==> config.mk <==
export PLATFORM = sky130hd
export DESIGN_NAME = multi_axis_step_gen
export DESIGN_NICKNAME = d
export VERILOG_FILES = /design/src/rtl/multi_axis_step_pkg.sv /design/src/rtl/step_dda_channel.sv /design/src/rtl/multi_axis_step_gen.sv
export SDC_FILE = /design/constraint.sdc
export NUM_CORES = 1
export LEC_CHECK = 0
export ABC_AREA = 0
export CORE_AREA = 4 4 156 158
export DETAILED_ROUTE_END_ITERATION = 7
export DIE_AREA = 0 0 160 162
export PLACE_DENSITY = 0.63
export SYNTH_ARGS = -nofsm -noshare
export SYNTH_HDL_FRONTEND = slang
export SYNTH_HIERARCHICAL = 1
export SYNTH_SLANG_ARGS = --single-unit
export TNS_END_PERCENT = 20
==> constraint.sdc <==
create_clock -name clk -period 3.65 [get_ports clk]
set_input_delay 0.73 -clock clk [delete_from_list [all_inputs] [get_ports clk]]
set_output_delay 0.73 -clock clk [all_outputs]
set_load 0.005 [all_outputs]
==> src/rtl/multi_axis_step_pkg.sv <==
`default_nettype none
// ============================================================================
//  Module   : multi_axis_step_pkg
//  Brief    : Shared width helpers and command layout for the step generator.
//  Revision : 1.0  initial release
// ============================================================================
package multi_axis_step_pkg;

   // Default magnitude width of a per-period step count.
   localparam int CNT_W_DFLT = 9;

   // Accumulator must hold (SLOTS-1) + (SLOTS-1) without overflow.
   function automatic int acc_width(input int slots);
      return $clog2(2 * slots);
   endfunction

   // Axis index width; a single-axis build still gets a 1-bit select.
   function automatic int idx_width(input int n);
      return (n > 1) ? $clog2(n) : 1;
   endfunction

   // Command word layout at the default count width: {direction, count}.
   typedef struct packed {
      logic                  dir;
      logic [CNT_W_DFLT-1:0] count;
   } step_cmd_t;

endpackage
`default_nettype wire

==> src/rtl/step_dda_channel.sv <==
`default_nettype none
// ============================================================================
//  Module   : step_dda_channel
//  Brief    : One step/dir axis: double-buffered command, DDA spreading of
//             the period count across slots, fixed-width step pulse.
//  Revision : 1.0  initial release
// ============================================================================
module step_dda_channel #(
   parameter int CNT_W    = 9,
   parameter int SLOTS    = 500,
   parameter int PULSE_HI = 200,
   parameter int ACC_W    = 10
) (
   input  logic             clk,
   input  logic             rst_n,
   input  logic             i_run,
   input  logic             i_boundary,
   input  logic             i_eval,
   input  logic             i_wr,
   input  logic [CNT_W:0]   i_wr_data,
   output logic             o_step,
   output logic             o_dir,
   output logic             o_busy,
   output logic             o_pend_valid
);

   localparam int PW_W = (PULSE_HI > 1) ? $clog2(PULSE_HI) : 1;

   localparam logic [ACC_W-1:0] c_acc_init = ACC_W'(SLOTS - 1);
   localparam logic [ACC_W-1:0] c_acc_wrap = ACC_W'(SLOTS);
   localparam logic [CNT_W-1:0] c_cnt_max  = CNT_W'(SLOTS - 1);
   localparam logic [PW_W-1:0]  c_pw_load  = PW_W'(PULSE_HI - 1);

   logic             r_pend_dir;
   logic [CNT_W-1:0] r_pend_cnt;
   logic             r_pend_valid;
   logic [CNT_W-1:0] r_active;
   logic [ACC_W-1:0] r_acc;
   logic             r_dir;
   logic             r_step;
   logic [PW_W-1:0]  r_pw;

   logic [CNT_W-1:0] w_wr_cnt;
   logic [ACC_W-1:0] w_sum;
   logic             w_carry;

   // More pulses than slots cannot be issued, so clamp at write time.
   assign w_wr_cnt = (i_wr_data[CNT_W-1:0] > c_cnt_max) ? c_cnt_max
                                                        : i_wr_data[CNT_W-1:0];

   // Active count never exceeds SLOTS-1, so it always fits the accumulator.
   assign w_sum   = r_acc + ACC_W'(r_active);
   assign w_carry = (w_sum >= c_acc_wrap);

   // Pending buffer: a write always lands here; a boundary without a write
   // drains it.  A write coincident with a boundary survives for next period.
   always_ff @(posedge clk or negedge rst_n) begin
      if (!rst_n) begin
         r_pend_dir   <= 1'b0;
         r_pend_cnt   <= '0;
         r_pend_valid <= 1'b0;
      end else if (i_wr) begin
         r_pend_dir   <= i_wr_data[CNT_W];
         r_pend_cnt   <= w_wr_cnt;
         r_pend_valid <= 1'b1;
      end else if (i_boundary) begin
         r_pend_valid <= 1'b0;
      end
   end

   // Active command, direction and DDA accumulator.
   always_ff @(posedge clk or negedge rst_n) begin
      if (!rst_n) begin
         r_active <= '0;
         r_dir    <= 1'b0;
         r_acc    <= c_acc_init;
      end else if (!i_run) begin
         r_active <= '0;
         r_acc    <= c_acc_init;
      end else if (i_boundary) begin
         r_acc <= c_acc_init;
         if (r_pend_valid) begin
            r_active <= r_pend_cnt;
            r_dir    <= r_pend_dir;
         end else begin
            r_active <= '0;
         end
      end else if (i_eval) begin
         r_acc <= w_carry ? (w_sum - c_acc_wrap) : w_sum;
      end
   end

   // Step pulse: rises after a carrying evaluation, held PULSE_HI cycles.
   always_ff @(posedge clk or negedge rst_n) begin
      if (!rst_n) begin
         r_step <= 1'b0;
         r_pw   <= '0;
      end else if (!i_run) begin
         r_step <= 1'b0;
         r_pw   <= '0;
      end else if (i_eval && w_carry) begin
         r_step <= 1'b1;
         r_pw   <= c_pw_load;
      end else if (r_step) begin
         if (r_pw == '0) begin
            r_step <= 1'b0;
         end else begin
            r_pw <= r_pw - 1'b1;
         end
      end
   end

   assign o_step       = r_step;
   assign o_dir        = r_dir;
   assign o_busy       = (r_active != '0);
   assign o_pend_valid = r_pend_valid;

endmodule
`default_nettype wire

==> src/rtl/multi_axis_step_gen.sv <==
`default_nettype none
// ============================================================================
//  Module   : multi_axis_step_gen
//  Brief    : Multi-axis step/direction generator.  Shared slot/period timer,
//             write decode and sticky underrun flags around per-axis DDA
//             channels.
//  Revision : 1.0  initial release
// ============================================================================
module multi_axis_step_gen
   import multi_axis_step_pkg::*;
#(
   parameter int NUM_AXES  = 4,
   parameter int CNT_W     = CNT_W_DFLT,
   parameter int SLOTS     = 500,
   parameter int SLOT_DIV  = 400,
   parameter int PULSE_HI  = 200,
   parameter int DIR_SETUP = 20
) (
   input  logic                           clk,
   input  logic                           rst_n,
   input  logic                           run,
   input  logic                           wr,
   input  logic [idx_width(NUM_AXES)-1:0] wr_axis,
   input  logic [CNT_W:0]                 wr_data,
   input  logic                           clr_underrun,
   output logic [NUM_AXES-1:0]            step,
   output logic [NUM_AXES-1:0]            dir,
   output logic [NUM_AXES-1:0]            busy,
   output logic [NUM_AXES-1:0]            pend_valid,
   output logic [NUM_AXES-1:0]            underrun,
   output logic                           period_tick
);

   localparam int AX_W   = idx_width(NUM_AXES);
   localparam int ACC_W  = acc_width(SLOTS);
   localparam int DIV_W  = (SLOT_DIV > 1) ? $clog2(SLOT_DIV) : 1;
   localparam int SLOT_W = (SLOTS > 1) ? $clog2(SLOTS) : 1;

   localparam logic [DIV_W-1:0]  c_div_last  = DIV_W'(SLOT_DIV - 1);
   localparam logic [DIV_W-1:0]  c_div_eval  = DIV_W'(DIR_SETUP);
   localparam logic [SLOT_W-1:0] c_slot_last = SLOT_W'(SLOTS - 1);

   logic [DIV_W-1:0]    r_div;
   logic [SLOT_W-1:0]   r_slot;
   logic                r_run_d;
   logic                r_period_tick;
   logic [NUM_AXES-1:0] r_underrun;

   logic                w_wrap;
   logic                w_start;
   logic                w_boundary;
   logic                w_eval;
   logic [NUM_AXES-1:0] w_wr_sel;
   logic [NUM_AXES-1:0] w_ur_set;

   // The first running cycle after run rises acts as a boundary so the
   // channels load (or flag underrun) before slot 0 begins.
   assign w_start    = run & ~r_run_d;
   assign w_wrap     = run & r_run_d & (r_slot == c_slot_last) & (r_div == c_div_last);
   assign w_boundary = w_wrap | w_start;
   assign w_eval     = run & r_run_d & (r_div == c_div_eval);

   // Remember run so its rising edge can be detected.
   always_ff @(posedge clk or negedge rst_n) begin
      if (!rst_n) begin
         r_run_d <= 1'b0;
      end else begin
         r_run_d <= run;
      end
   end

   // Slot divider and slot counter; both restart at every boundary.
   always_ff @(posedge clk or negedge rst_n) begin
      if (!rst_n) begin
         r_div  <= '0;
         r_slot <= '0;
      end else if (!run || w_boundary) begin
         r_div  <= '0;
         r_slot <= '0;
      end else if (r_div == c_div_last) begin
         r_div  <= '0;
         r_slot <= r_slot + 1'b1;
      end else begin
         r_div <= r_div + 1'b1;
      end
   end

   // period_tick marks slot 0 / div 0 of each new period.
   always_ff @(posedge clk or negedge rst_n) begin
      if (!rst_n) begin
         r_period_tick <= 1'b0;
      end else begin
         r_period_tick <= w_boundary;
      end
   end

   // An axis underruns when a period starts with its pending buffer empty.
   assign w_ur_set = {NUM_AXES{w_boundary}} & ~pend_valid;

   // Sticky underrun flags; a new event beats a simultaneous clear.
   always_ff @(posedge clk or negedge rst_n) begin
      if (!rst_n) begin
         r_underrun <= '0;
      end else begin
         r_underrun <= w_ur_set | (r_underrun & ~{NUM_AXES{clr_underrun}});
      end
   end

   generate
      for (genvar i = 0; i < NUM_AXES; i++) begin : g_axis
         assign w_wr_sel[i] = wr & (wr_axis == AX_W'(i));

         step_dda_channel #(
            .CNT_W    (CNT_W),
            .SLOTS    (SLOTS),
            .PULSE_HI (PULSE_HI),
            .ACC_W    (ACC_W)
         ) u_chan (
            .clk          (clk),
            .rst_n        (rst_n),
            .i_run        (run),
            .i_boundary   (w_boundary),
            .i_eval       (w_eval),
            .i_wr         (w_wr_sel[i]),
            .i_wr_data    (wr_data),
            .o_step       (step[i]),
            .o_dir        (dir[i]),
            .o_busy       (busy[i]),
            .o_pend_valid (pend_valid[i])
         );
      end
   endgenerate

   assign underrun    = r_underrun;
   assign period_tick = r_period_tick;

endmodule
`default_nettype wire

==> summary.txt <==
Synthesis
  • Post-synthesis cell count: 1,144
  • Mapped cell area: 11,300 sq um
  • Post-synth ARST share: 100%
  • Count of different cell masters after synthesis: 89
  • Synth top area cells: dfrtp_1, dfstp_2, ha_1, mux2_2, nor2_1
  • Sequential area share after synthesis: 41.2%
  • Synth top area share: 34.7%
  • Syn avg cell area: 9.84 sq um
  • Top FF cell, synth: dfrtp_1
  • Flops & latches, synth: 184
  • Synth area leader: dfrtp_1
  • Post-synth EDFFs: 0
  • Net count after synthesis: 1,220
  • Yosys warnings: 6

Global routing
  • Gr usage total: 20.4%
  • Initial antenna violation count: 1
  • Gr ovfl total: 0
  • First-pass GRT wire length: 43,900 um
  • Vias in the first global route: 8,659
  • Largest net degree at the start of global routing: 75

STA
  • Final worst path period need: 3.28 ns
  • Relative slew slack: 45.4%
  • Crit share post-route: 90.0%
  • Final hold violations: 0
  • Tightest Pin Transition: 0.811 ns
  • Fin. max-slew vios: 0
  • Final setup vio count: 0
  • Post-route setup slack: 0.367 ns
  • RSZ-0062 raised after global routing: false
  • Maximum clock frequency: 305 MHz
  • Fin Clk Skew: 0.00844 ns
  • Setup TNS Final: 0 ns

Detailed routing
  • DR WL/cell: 17.5 um
  • DR pass1 iterations: 5
  • Post-route antenna net violation count: 0
  • Met2 WL post-DR: 12,100 um
  • Met3 wire len: 1040 um
  • Vias per std cell: 6.04
  • Top Layer Used: met4
  • Initial DRC count: 561
  • Drt total wl: 25,900 um
  • Routed via count: 8,938
  • Residual DRC: 0
  • Met1 wire length: 12,200 um

Pwr
  • Leakage: 5.40 nW
  • Power Density: 393 nW/um^2
  • Design Power: 4.92 mW
  • Peak supply drop: 0.344 mV

Clocking
  • Clk buf depth: 2
  • Clk_lat worst skew: 0.43 ns
  • Clock sinks: 184
  • CTS H-Tree Depth: 4
  • Clk root buf: clkbuf_16
  • # resized after CTS: 0
  • TritonCTS clock tree: done
  • Worst-path clk slew: 0.08 ns
  • Post-CTS Hold Fix Bufs: 0
  • Num CTS Buffers: 17
  • Post-CTS setup buffer count: 0

Die
  • Die W: 160 um
  • Total core area: 23,100 sq um
  • Initial Utilization: 48.7%
  • Rows: 56
  • Die H: 162 um
  • IO Pins: 38
  • Die area: 25,900 sq um

Placement
  • Final GP Congestion: 0.880
  • Placed inst area: 11,900 sq um
  • Dpl ws: 0.384 ns
  • IO buf count: 37
  • Dpl hpwl: 18,700 um

Setup path
  • CP arrival: 3.63 ns
  • Most repeated library cell on the critical path: ha_1
  • Worst Path Buf+Inv: 0
  • Crit path max-delay family: simple AND/OR/NAND/NOR gates
  • Slowest cell delay on critical path: 0.56 ns
  • Crit Path Class: reg2reg
  • Critical-path cell list: ha_1, a211oi_2, nor2_1, xnor2_1, ha_1, nand2_1, a211o_1, nor4_4, nor3b_4, nor4_1, or3_1
  • Critical Path RT: 4.00 ns
  • Crit Path Max Fanout: 6
  • Crit-path slowest cell: dfstp_2
  • Crit. End Element: register
  • Critical Path Source Type: register

Run status
  • Status: complete, no violations

Finish
  • Most frequent cells in the layout: dfrtp_1, nor2_1, inv_1, nand2_1, ha_1
  • Synth-to-layout area growth: 11.2%
  • Nets: 1,251
  • Most common cell after layout, fill and taps aside: dfrtp_1
  • Ratio of cells with drive above 1 in the final layout: 13.0%
  • Cell area after layout: 12,500 sq um

Worst hold path
  • Hold/Removal Path Class: in2async

Flow run
  • Max cap viols: 0
## sequential cells by signal, summed over array words and instances (netlist names)
signal                      count
g_axis.u_chan/r_pend_dir        4
period_tick                     1
g_axis.u_chan/r_pw             32
g_axis.u_chan/o_step            4
r_run_d                         1
underrun                        4
g_axis.u_chan/o_pend_valid      4
g_axis.u_chan/r_pend_cnt       36
r_div                           9
g_axis.u_chan/r_active         36
g_axis.u_chan/r_acc            40
g_axis.u_chan/o_dir             4
r_slot                          9
## report_power, final
group | internal, mW | switching (mW) | leakage [nW] | total [mW]
clock network | 0.900 | 0.857 | 0.269 | 1.76
registers | 2.17 | 0.0943 | 2.36 | 2.26
logic | 0.400 | 0.498 | 2.77 | 0.898
total | 3.47 | 1.45 | 5.40 | 4.92
## per-layer routing
metal | vias to the layer above | GRT usage (%)
met1 | 4377 | 28.1
met3 | 32 | 3.98
met4 | 0 | 6.37
met2 | 181 | 32.9
met5 | - | 0
li1 | 4348 | -
## layout make-up
| type | instances | area [sq um] |
|---|---|---|
| fill | 2114 | 10600 |
| multi-input combinational | 856 | 6200 |
| sequential | 184 | 4640 |
| timing repair buffer | 51 | 499 |
| clock buffer | 17 | 425 |
| tap | 290 | 363 |
| inverter | 65 | 244 |
| clock inverter | 15 | 139 |
| antenna | 1 | 2.50 |
## cells by family (layout without fill, tap and decap cells)
logic type,after synthesis,count (layout),share of synthesized area [%]
flops,184,184,41.2
mux,41,41,3.97
fa+ha+maj,59,59,6.83
buf+inv,104,148,3.77
compound gates,321,321,21.7
simple gates,380,380,18.3
xor+xnor,55,55,4.28
other cells,0,1,0
## worst paths after layout
kind,end,from,slack (ns),depth (start not counted)
hold reg to reg,g_axis[3].u_chan/o_dir,g_axis[3].u_chan/r_pend_dir,0.50,1
max in group asynchronous,g_axis[3].u_chan/r_acc[4],rst_n,2.56,2
hold / removal,g_axis[1].u_chan/r_acc[9],rst_n,0.26,1
min in group clk,g_axis[3].u_chan/o_dir,g_axis[3].u_chan/r_pend_dir,0.50,1
setup / recovery,g_axis[0].u_chan/r_acc[5],g_axis[0].u_chan/r_acc[1],0.37,11
setup reg to reg,g_axis[0].u_chan/r_acc[5],g_axis[0].u_chan/r_acc[1],0.37,11
## synthesized netlist by cell type (all sizes together), types with 9 or more instances
cell / n
a22oi: 39
nor2b: 24
nand2: 63
o22ai: 22
dfstp: 28
o31ai: 9
clkbuf: 23
ha: 55
xor2: 28
nor2: 85
a21o: 19
xnor2: 27
and3: 21
mux2: 29
or3: 18
nand4: 18
and2: 13
dfrtp: 156
o21ai: 40
nor3: 44
a21oi: 53
inv: 63
o211ai: 15
nor4: 22
a211oi: 14
nand3: 34
buf: 16
mux2i: 12
a21boi: 13
a31oi: 11
## metrics by stage
step           hold slack, ns  instances  utilization [%]
6_report                0.258       1479             54.1
5_1_grt                 0.291       1479             54.1
4_1_cts                 0.279       1478             54.1
3_5_place_dp            0.497       1446             51.6
3_3_place_gp            0.491       1446             51.6
2_1_floorplan           0.434       1144                -
No activity file was read; power rests on OpenSTA's default activity.
